**src/rtl/matrix_addsub_stream_if.sv**
```systemverilog
// Bundle of job-control, source-read and destination-write signals for
// matrix_addsub_stream. The engine uses the slave side; the host / memory
// side uses the master side.
interface matrix_addsub_stream_if #(
  parameter int DATA_W = 32,
  parameter int DIM_W  = 8
);
  // job control
  logic                     start;
  logic [1:0]               op;
  logic [DIM_W-1:0]         m_dim;
  logic [DIM_W-1:0]         n_dim;
  logic                     busy;
  logic                     done;
  logic                     err;
  logic                     ovf;
  // source memory read port (shared by A and B)
  logic                     rd_en;
  logic [DIM_W-1:0]         rd_row;
  logic [DIM_W-1:0]         rd_col;
  logic signed [DATA_W-1:0] a_data;
  logic signed [DATA_W-1:0] b_data;
  // destination memory write port
  logic                     wr_en;
  logic [DIM_W-1:0]         wr_row;
  logic [DIM_W-1:0]         wr_col;
  logic signed [DATA_W-1:0] wr_data;
  logic                     wr_ready;

  modport slave (
    input  start, op, m_dim, n_dim, a_data, b_data, wr_ready,
    output busy, done, err, ovf, rd_en, rd_row, rd_col,
           wr_en, wr_row, wr_col, wr_data
  );

  modport master (
    output start, op, m_dim, n_dim, a_data, b_data, wr_ready,
    input  busy, done, err, ovf, rd_en, rd_row, rd_col,
           wr_en, wr_row, wr_col, wr_data
  );
endinterface

```
**src/rtl/matrix_addsub_stream.sv**
```systemverilog
// matrix_addsub_stream: walks A and B in row-major order and streams
// C = op(A, B) to the destination memory. Three stages: read issue, compute
// from the returned data, output register. A one-entry skid register catches
// the single read that can be in flight when the destination stalls.
module matrix_addsub_stream #(
  parameter int DATA_W = 32,
  parameter int DIM_W  = 8,
  parameter bit SAT    = 1'b1
) (
  input  logic                  clk,
  input  logic                  reset,
  matrix_addsub_stream_if.slave bus
);

  typedef enum logic [1:0] {IDLE, RUN, DRAIN, DONE} state_t;

  localparam logic [DIM_W-1:0]  DIM_ONE  = DIM_W'(1);
  localparam logic [DIM_W-1:0]  DIM_ZERO = '0;
  localparam logic [DATA_W-1:0] DATA_MAX = {1'b0, {(DATA_W-1){1'b1}}};
  localparam logic [DATA_W-1:0] DATA_MIN = {1'b1, {(DATA_W-1){1'b0}}};

  // control state
  state_t            state_q, state_d;
  logic [1:0]        op_q, op_d;
  logic [DIM_W-1:0]  m_dim_q, m_dim_d;
  logic [DIM_W-1:0]  n_dim_q, n_dim_d;
  logic [DIM_W-1:0]  row_q, row_d;
  logic [DIM_W-1:0]  col_q, col_d;
  logic              err_q, err_d;
  logic              ovf_q, ovf_d;

  // stage 2: address of the element whose data is on a_data/b_data
  logic              s1_valid_q, s1_valid_d;
  logic [DIM_W-1:0]  s1_row_q, s1_row_d;
  logic [DIM_W-1:0]  s1_col_q, s1_col_d;

  // skid register
  logic              skid_valid_q, skid_valid_d;
  logic [DIM_W-1:0]  skid_row_q, skid_row_d;
  logic [DIM_W-1:0]  skid_col_q, skid_col_d;
  logic [DATA_W-1:0] skid_data_q, skid_data_d;

  // output register driving the write port
  logic              out_valid_q, out_valid_d;
  logic [DIM_W-1:0]  out_row_q, out_row_d;
  logic [DIM_W-1:0]  out_col_q, out_col_d;
  logic [DATA_W-1:0] out_data_q, out_data_d;

  logic              stall;
  logic              rd_en;
  logic              overflow;
  logic [DATA_W-1:0] result;
  logic signed [DATA_W:0] a_ext, b_ext, wide, avg;

  assign stall = out_valid_q && !bus.wr_ready;
  assign rd_en = (state_q == RUN) && !stall;

  // FSM state register
  always_ff @(posedge clk or posedge reset) begin
    if (reset) state_q <= IDLE;
    else       state_q <= state_d;
  end

  // FSM next state, job latching, address walk and status flags
  always_comb begin
    state_d = state_q;
    op_d    = op_q;
    m_dim_d = m_dim_q;
    n_dim_d = n_dim_q;
    row_d   = row_q;
    col_d   = col_q;
    err_d   = err_q;
    ovf_d   = ovf_q;
    case (state_q)
      IDLE: begin
        if (bus.start) begin
          if (bus.m_dim == DIM_ZERO || bus.n_dim == DIM_ZERO) begin
            err_d   = 1'b1;
            state_d = DONE;
          end else begin
            err_d   = 1'b0;
            ovf_d   = 1'b0;
            op_d    = bus.op;
            m_dim_d = bus.m_dim;
            n_dim_d = bus.n_dim;
            row_d   = DIM_ZERO;
            col_d   = DIM_ZERO;
            state_d = RUN;
          end
        end
      end
      RUN: begin
        if (rd_en) begin
          if (col_q == n_dim_q - DIM_ONE) begin
            col_d = DIM_ZERO;
            if (row_q == m_dim_q - DIM_ONE) begin
              row_d   = DIM_ZERO;
              state_d = DRAIN;
            end else begin
              row_d = row_q + DIM_ONE;
            end
          end else begin
            col_d = col_q + DIM_ONE;
          end
        end
      end
      DRAIN: begin
        if (!s1_valid_q && !skid_valid_q && (!out_valid_q || bus.wr_ready))
          state_d = DONE;
      end
      DONE: begin
        state_d = IDLE;
      end
      default: state_d = IDLE;
    endcase
    if (s1_valid_q && overflow) ovf_d = 1'b1;
  end

  // Element arithmetic at DATA_W+1 bits with saturate or wrap on overflow
  always_comb begin
    a_ext    = {bus.a_data[DATA_W-1], bus.a_data};
    b_ext    = {bus.b_data[DATA_W-1], bus.b_data};
    wide     = '0;
    avg      = '0;
    overflow = 1'b0;
    result   = '0;
    case (op_q)
      2'b00: wide = a_ext + b_ext;
      2'b01: wide = a_ext - b_ext;
      2'b10: wide = b_ext - a_ext;
      default: begin
        wide = a_ext + b_ext;
        avg  = wide >>> 1;
      end
    endcase
    if (op_q == 2'b11) begin
      result = avg[DATA_W-1:0];
    end else begin
      overflow = (wide[DATA_W] != wide[DATA_W-1]);
      result   = wide[DATA_W-1:0];
      if (overflow && SAT)
        result = wide[DATA_W] ? DATA_MIN : DATA_MAX;
    end
  end

  // Move results forward: skid first, then fresh data; park fresh data in the
  // skid register while the destination is stalling
  always_comb begin
    s1_valid_d   = rd_en;
    s1_row_d     = row_q;
    s1_col_d     = col_q;
    skid_valid_d = skid_valid_q;
    skid_row_d   = skid_row_q;
    skid_col_d   = skid_col_q;
    skid_data_d  = skid_data_q;
    out_valid_d  = out_valid_q;
    out_row_d    = out_row_q;
    out_col_d    = out_col_q;
    out_data_d   = out_data_q;
    if (!stall) begin
      if (skid_valid_q) begin
        out_valid_d  = 1'b1;
        out_row_d    = skid_row_q;
        out_col_d    = skid_col_q;
        out_data_d   = skid_data_q;
        skid_valid_d = s1_valid_q;
        if (s1_valid_q) begin
          skid_row_d  = s1_row_q;
          skid_col_d  = s1_col_q;
          skid_data_d = result;
        end
      end else if (s1_valid_q) begin
        out_valid_d = 1'b1;
        out_row_d   = s1_row_q;
        out_col_d   = s1_col_q;
        out_data_d  = result;
      end else begin
        out_valid_d = 1'b0;
      end
    end else if (s1_valid_q) begin
      skid_valid_d = 1'b1;
      skid_row_d   = s1_row_q;
      skid_col_d   = s1_col_q;
      skid_data_d  = result;
    end
  end

  // Datapath and job registers; reset discards anything in flight
  always_ff @(posedge clk or posedge reset) begin
    if (reset) begin
      op_q         <= '0;
      m_dim_q      <= '0;
      n_dim_q      <= '0;
      row_q        <= '0;
      col_q        <= '0;
      err_q        <= 1'b0;
      ovf_q        <= 1'b0;
      s1_valid_q   <= 1'b0;
      s1_row_q     <= '0;
      s1_col_q     <= '0;
      skid_valid_q <= 1'b0;
      skid_row_q   <= '0;
      skid_col_q   <= '0;
      skid_data_q  <= '0;
      out_valid_q  <= 1'b0;
      out_row_q    <= '0;
      out_col_q    <= '0;
      out_data_q   <= '0;
    end else begin
      op_q         <= op_d;
      m_dim_q      <= m_dim_d;
      n_dim_q      <= n_dim_d;
      row_q        <= row_d;
      col_q        <= col_d;
      err_q        <= err_d;
      ovf_q        <= ovf_d;
      s1_valid_q   <= s1_valid_d;
      s1_row_q     <= s1_row_d;
      s1_col_q     <= s1_col_d;
      skid_valid_q <= skid_valid_d;
      skid_row_q   <= skid_row_d;
      skid_col_q   <= skid_col_d;
      skid_data_q  <= skid_data_d;
      out_valid_q  <= out_valid_d;
      out_row_q    <= out_row_d;
      out_col_q    <= out_col_d;
      out_data_q   <= out_data_d;
    end
  end

  assign bus.busy    = (state_q == RUN) || (state_q == DRAIN);
  assign bus.done    = (state_q == DONE);
  assign bus.err     = (state_q == DONE) && err_q;
  assign bus.ovf     = ovf_q;
  assign bus.rd_en   = rd_en;
  assign bus.rd_row  = row_q;
  assign bus.rd_col  = col_q;
  assign bus.wr_en   = out_valid_q;
  assign bus.wr_row  = out_row_q;
  assign bus.wr_col  = out_col_q;
  assign bus.wr_data = out_data_q;

endmodule

```
**src/flat_wrapper.sv**
```systemverilog
// flat-port wrapper written by rule: the top's interface ports become plain ports
module matrix_addsub_stream_flat 
#(
  parameter int DATA_W = 32,
  parameter int DIM_W  = 8,
  parameter bit SAT    = 1'b1
)
  (clk, reset, bus_start, bus_op, bus_m_dim, bus_n_dim, bus_a_data, bus_b_data, bus_wr_ready, bus_busy, bus_done, bus_err, bus_ovf, bus_rd_en, bus_rd_row, bus_rd_col, bus_wr_en, bus_wr_row, bus_wr_col, bus_wr_data);
  matrix_addsub_stream_if #(.DATA_W(DATA_W), .DIM_W(DIM_W)) bus_i ();
  input  logic clk;
  input  logic reset;
  input wire logic [$bits(bus_i.start)-1:0] bus_start;
  input wire logic [$bits(bus_i.op)-1:0] bus_op;
  input wire logic [$bits(bus_i.m_dim)-1:0] bus_m_dim;
  input wire logic [$bits(bus_i.n_dim)-1:0] bus_n_dim;
  input wire logic [$bits(bus_i.a_data)-1:0] bus_a_data;
  input wire logic [$bits(bus_i.b_data)-1:0] bus_b_data;
  input wire logic [$bits(bus_i.wr_ready)-1:0] bus_wr_ready;
  output wire logic [$bits(bus_i.busy)-1:0] bus_busy;
  output wire logic [$bits(bus_i.done)-1:0] bus_done;
  output wire logic [$bits(bus_i.err)-1:0] bus_err;
  output wire logic [$bits(bus_i.ovf)-1:0] bus_ovf;
  output wire logic [$bits(bus_i.rd_en)-1:0] bus_rd_en;
  output wire logic [$bits(bus_i.rd_row)-1:0] bus_rd_row;
  output wire logic [$bits(bus_i.rd_col)-1:0] bus_rd_col;
  output wire logic [$bits(bus_i.wr_en)-1:0] bus_wr_en;
  output wire logic [$bits(bus_i.wr_row)-1:0] bus_wr_row;
  output wire logic [$bits(bus_i.wr_col)-1:0] bus_wr_col;
  output wire logic [$bits(bus_i.wr_data)-1:0] bus_wr_data;
  assign bus_i.start = bus_start;
  assign bus_i.op = bus_op;
  assign bus_i.m_dim = bus_m_dim;
  assign bus_i.n_dim = bus_n_dim;
  assign bus_i.a_data = bus_a_data;
  assign bus_i.b_data = bus_b_data;
  assign bus_i.wr_ready = bus_wr_ready;
  assign bus_busy = bus_i.busy;
  assign bus_done = bus_i.done;
  assign bus_err = bus_i.err;
  assign bus_ovf = bus_i.ovf;
  assign bus_rd_en = bus_i.rd_en;
  assign bus_rd_row = bus_i.rd_row;
  assign bus_rd_col = bus_i.rd_col;
  assign bus_wr_en = bus_i.wr_en;
  assign bus_wr_row = bus_i.wr_row;
  assign bus_wr_col = bus_i.wr_col;
  assign bus_wr_data = bus_i.wr_data;
  matrix_addsub_stream #(.DATA_W(DATA_W), .DIM_W(DIM_W), .SAT(SAT)) u_core (.clk(clk), .reset(reset), .bus(bus_i));
endmodule
```
**config.mk**
```make
export PLATFORM = sky130hd
export DESIGN_NAME = matrix_addsub_stream_flat
export DESIGN_NICKNAME = d
export VERILOG_FILES = /design/src/rtl/matrix_addsub_stream_if.sv /design/src/rtl/matrix_addsub_stream.sv /design/src/flat_wrapper.sv
export SDC_FILE = /design/constraint.sdc
export NUM_CORES = 1
export LEC_CHECK = 0
export ABC_AREA = 1
export BUFFER_PORTS_ARGS = -buffer_cell sky130_fd_sc_hd__buf_2
export CELL_PAD_IN_SITES_DETAIL_PLACEMENT = 1
export CELL_PAD_IN_SITES_GLOBAL_PLACEMENT = 1
export CORE_MARGIN = 8
export CORE_UTILIZATION = 44
export DETAILED_ROUTE_END_ITERATION = 10
export PLACE_DENSITY_LB_ADDON = 0.05
export REMOVE_ABC_BUFFERS = 1
export SYNTH_ARGS = -nofsm -noshare
export SYNTH_HDL_FRONTEND = slang
export SYNTH_SLANG_ARGS = --single-unit
export TNS_END_PERCENT = 1
```
**constraint.sdc**
```tcl
create_clock -name clk -period 6.5 [get_ports clk]
set_clock_uncertainty 0.05 [all_clocks]
set_input_delay 0.325 -clock clk [delete_from_list [all_inputs] [get_ports clk]]
set_output_delay 0.325 -clock clk [all_outputs]
set_load 0.01 [all_outputs]
```
==> metrics list <==
- Result of the run: finished, violations left
- The checks that failed: negative hold slack.
* Resized cells post-CTS: 0
- Crit Path Max Fanout: 29
- Input/output buffers: 155
- Summed over all cells, the static leakage comes to 8.72 nW.
- Summed over all failing endpoints, the final setup total negative slack is 0 ns.
- # hold bufs at CTS: 0
- The mapped netlist covers 14200 um^2.
- In this run the tightest slew margin relative to its limit is 24.8%.
- Before CTS, the worst setup slack after placement is 2.43 ns.
- The startpoint identified for the worst register-to-register timing path is u_core.op_q[1].
- The largest single stage delay on the critical path is 0.83 ns.
- Of all flip-flops after synthesis, the portion carrying an async set or reset was 100%.
- Detailed routing inserted a total of 15400 vias.
* Critical path data arrival time: 3.99 ns
* Number of buffer and inverter instances along the worst setup path: 2
- In this run, placement finished with an instance count of 2776.
- Final-report hold violation count: 10
- After synthesis, the cell types taking the most area are sky130_fd_sc_hd__dfrtp_1 27%, sky130_fd_sc_hd__nand2_1 22%, sky130_fd_sc_hd__ha_1 9.4%, sky130_fd_sc_hd__inv_1 6.8%, sky130_fd_sc_hd__nor2_1 6.0%.
- Counting every sink on the clock net gives 153.
- Root cell of the clock tree: sky130_fd_sc_hd__clkbuf_16
- The via count of the first global-routing pass is 16000.
- The tightest min-delay check is of the primary input to async pin type.
- Count of mapped cells out of synthesis: 2288
- Following the worst setup path forward leads to its endpoint at u_core.bus.wr_data[15].
* Cell accounting for the most synthesized area: sky130_fd_sc_hd__dfrtp_1
- The initial utilization of the core area, before any placement, comes to 44.2%.
- Crit path from: bus_b_data[27]
- In the finished design, the share of the clock period the worst path needs comes to 56.4%.
- Reg clk slew, reported paths: 0.07 ns
* Detailed Route Iter0 Violations: 1064
* Net count of the finished layout: 2583
- Overall die area: 38300 um^2
* Series of cell instances along the critical path: buf_2 -> inv_1 -> ha_1 -> nand2_1 -> nor2_1 -> nand2_1 -> nor2_1 -> nand2_1 -> nand2_1 -> nand2_1 -> nand3_1 -> nand2_1 -> nand2_1 -> nand2_1 -> nand2_1 -> o21ai_0 -> nand2_1 -> nand2_1 -> nand2_1 -> nand2_1 -> nand2_1
- Synthesis-to-finish area growth: 10.6%
- The critical path is of the primary input to flip-flop type.
* EDFF count, synth: 0
- Endpoint type of the worst setup path: flip-flop
* Number of pins exceeding their max-slew limit in the final report: 0
- 1st-pass router iterations: 5
* TritonCTS Buffers: 17
- Peak supply drop: 0.326 mV
- The first global-routing pass estimated 87100 um of wire.
* Post-DR wirelength/cell: 19.6 um
- CTS tree: done
- Number of logic stages on the critical path including buffering: 21
- The cell family contributing the most delay on the critical path is simple AND/OR/NAND/NOR gates.
* Critical Path Start Type: primary input
* Worst Hold Margin: -0.0280 ns
- PD cells: 404 nW/um^2
* Grt total ovfl: 0
- Via density per instance: 5.49
* Most used flip-flop cell after synthesis: sky130_fd_sc_hd__dfrtp_1
- # setup viols final: 0
- In this run the count of I/O pins placed on the die edge is 156.
* Pin count of the biggest net entering global routing: 85
- Wires add up to 55200 um.
- At the pin with the least slew margin, the transition time is 1.13 ns.
- Routability congestion estimate: 0.975
- In this run the horizontal extent of the chip is 196 um.
- Detailed placement finished with a half-perimeter wire length of 43900 um.
- Worst-case setup margin in the final layout: 2.83 ns
- Worst path most repeated cell: sky130_fd_sc_hd__nand2_1
- The number of antenna diodes in the final layout is 0.
- The endpoint identified for the worst register-to-register timing path is u_core.bus.wr_data[9].
* Die height: 196 um
* Register bit count reported by yosys: 153
* Clock latency at the later pin of the worst-skew pair: 0.43 ns
- Antenna viol nets, final: 0
- For the worst flop-to-flop path, the logic depth is 14.
* Global-route total usage across every layer: 28.5%
- For this run, the top clock speed supported by timing is 273 MHz.
* Initial antenna violation count: 0
- In this run the mean area of a mapped cell was 6.21 um^2.
- Core area: 32200 um^2
- FP Rows: 66
- Measured on the finished design, the core utilization comes to 48.8%.
* Number of synthesis warnings: 0
- STA puts the critical path data required time at 6.82 ns.
- The post-route netlist has 10.5% of its cells at a drive strength greater than 1.
* H-Tree Depth: 4
- Count of buffers added by post-CTS timing repair for setup: 0
- Fraction of post-synthesis cell area in the top cell type by area: 26.9%
- Unrepaired setup endpoints after global routing: false
* Flop2flop setup slack: 2.88 ns
- The finished layout holds 2808 standard cells, fillers aside.
* Number of buffers on the longest clock path: 2
- For the finished layout, the period the worst path requires is 3.67 ns.
- Max-cap check violation count: 0
- After detailed routing, the number of remaining DRC violations is 0.
- In this run, distinct cell masters in the synthesized netlist total 41.
- The slowest stage of the critical path is the sky130_fd_sc_hd__nand2_1 cell.
* Sequential element share of the synthesized area: 26.9%
## layout by cell type, fill, tap and decap left out, types with 40 or more instances in the layout
cell type and instances:
sky130_fd_sc_hd__ha_1 107, sky130_fd_sc_hd__buf_2 155, sky130_fd_sc_hd__dfrtp_1 153, sky130_fd_sc_hd__xor2_1 40
sky130_fd_sc_hd__o21ai_0 107, sky130_fd_sc_hd__inv_1 256, sky130_fd_sc_hd__nor2_1 227, sky130_fd_sc_hd__nand3_1 128
sky130_fd_sc_hd__a21oi_1 134, sky130_fd_sc_hd__nand2_1 831
## final cells by class
type / count / area (um^2)
Sequential cell: 153 / 3830
Tap cell: 408 / 510
Fill cell: 4468 / 16500
Clock inverter: 13 / 133
Clock buffer: 19 / 443
Multi-Input combinational cell: 1775 / 8920
Timing Repair Buffer: 166 / 858
Inverter: 274 / 1030
## power breakdown
| part | leakage, nW | switching [W] | internal [W] |
|---|---|---|---|
| combinational | 6.50 | 0.00259 | 0.00116 |
| sequential | 1.95 | 0.000271 | 0.00133 |
| clock | 0.270 | 0.000448 | 0.000548 |
| total | 8.72 | 0.00331 | 0.00304 |
## state kept, by name, indices dropped and copies added, names as in the netlist, 2 cells and up
signal / cells
u_core.state_q: 2
u_core.bus.wr_col: 8
u_core.skid_data_q: 32
u_core.s1_col_q: 8
u_core.bus.rd_col: 8
u_core.s1_row_q: 8
u_core.n_dim_q: 8
u_core.op_q: 2
u_core.bus.wr_data: 32
u_core.bus.rd_row: 8
u_core.bus.wr_row: 8
u_core.skid_row_q: 8
u_core.skid_col_q: 8
u_core.m_dim_q: 8
## metal layers
layer  GRT usage [%]  wire [um]  vias to the layer above
met5               0          0                        -
met4            10.2       1840                        0
met3            2.84       2400                       99
met2            47.5      25900                      436
met1            38.0      25000                     7497
li1                -          -                     7391
## logic make-up (layout without fill, tap and decap cells)
family	count (synthesis)	in the layout	synth area share (%)
adders and majority gates	110	110	9.84
DFF	153	153	26.9
and+or+nand+nor	1262	1262	35.7
buffers and inverters	360	472	10.4
xor gates and xnor gates	52	52	3.20
AOI/OAI and AO/OA	351	351	13.9
## worst min-delay path by stage
stage                         start              endpoint  slack, ns  cells past startpoint
6_report                      reset  u_core.bus.wr_col[5]      -0.03                      2
4_1_cts                       reset  u_core.bus.wr_col[5]       0.02                      2
2_1_floorplan          bus_m_dim[7]     u_core.m_dim_q[7]       0.39                      2
3_3_place_gp   u_core.skid_col_q[5]  u_core.skid_col_q[5]       0.40                      2
5_1_grt                       reset  u_core.bus.wr_col[5]       0.06                      2
3_5_place_dp   u_core.skid_row_q[2]  u_core.skid_row_q[2]       0.41                      2
## through the flow
step | total power [W] | area [um^2]
finish | 0.00635 | 15700
detailed placement | 0.00529 | 15200
floorplan | 0.00397 | 13800
CTS | 0.00636 | 15700
global placement | 0.00513 | 15200
global route | 0.00689 | 15700
## synth_stat cells, types with 5 or more instances
cell	instances
sky130_fd_sc_hd__a21o_1	11
sky130_fd_sc_hd__a21oi_1	136
sky130_fd_sc_hd__a21oi_2	8
sky130_fd_sc_hd__a31oi_1	25
sky130_fd_sc_hd__buf_1	7
sky130_fd_sc_hd__buf_2	11
sky130_fd_sc_hd__buf_4	23
sky130_fd_sc_hd__clkbuf_1	41
sky130_fd_sc_hd__dfrtp_1	153
sky130_fd_sc_hd__ha_1	107
sky130_fd_sc_hd__inv_1	258
sky130_fd_sc_hd__inv_2	14
sky130_fd_sc_hd__nand2_1	831
sky130_fd_sc_hd__nand2_2	8
sky130_fd_sc_hd__nand3_1	128
sky130_fd_sc_hd__nand4_1	14
sky130_fd_sc_hd__nor2_1	228
sky130_fd_sc_hd__nor3_1	21
sky130_fd_sc_hd__nor4_1	5
sky130_fd_sc_hd__o211ai_1	6
sky130_fd_sc_hd__o21a_1	11
sky130_fd_sc_hd__o21ai_0	107
sky130_fd_sc_hd__o21ai_1	14
sky130_fd_sc_hd__o21bai_1	24
sky130_fd_sc_hd__or2_2	13
sky130_fd_sc_hd__xnor2_1	12
sky130_fd_sc_hd__xor2_1	40
## worst register-to-register path: cells and delay by family (launching register included)
family / cells / cell delay [ns]
buffers and inverters: 2 / 0.44
AND/OR/NAND/NOR: 11 / 1.88
adder cells (fa/ha/maj): 1 / 0.73
flip-flops: 1 / 0.40
Note: power is estimated with default switching activity, not from simulation.
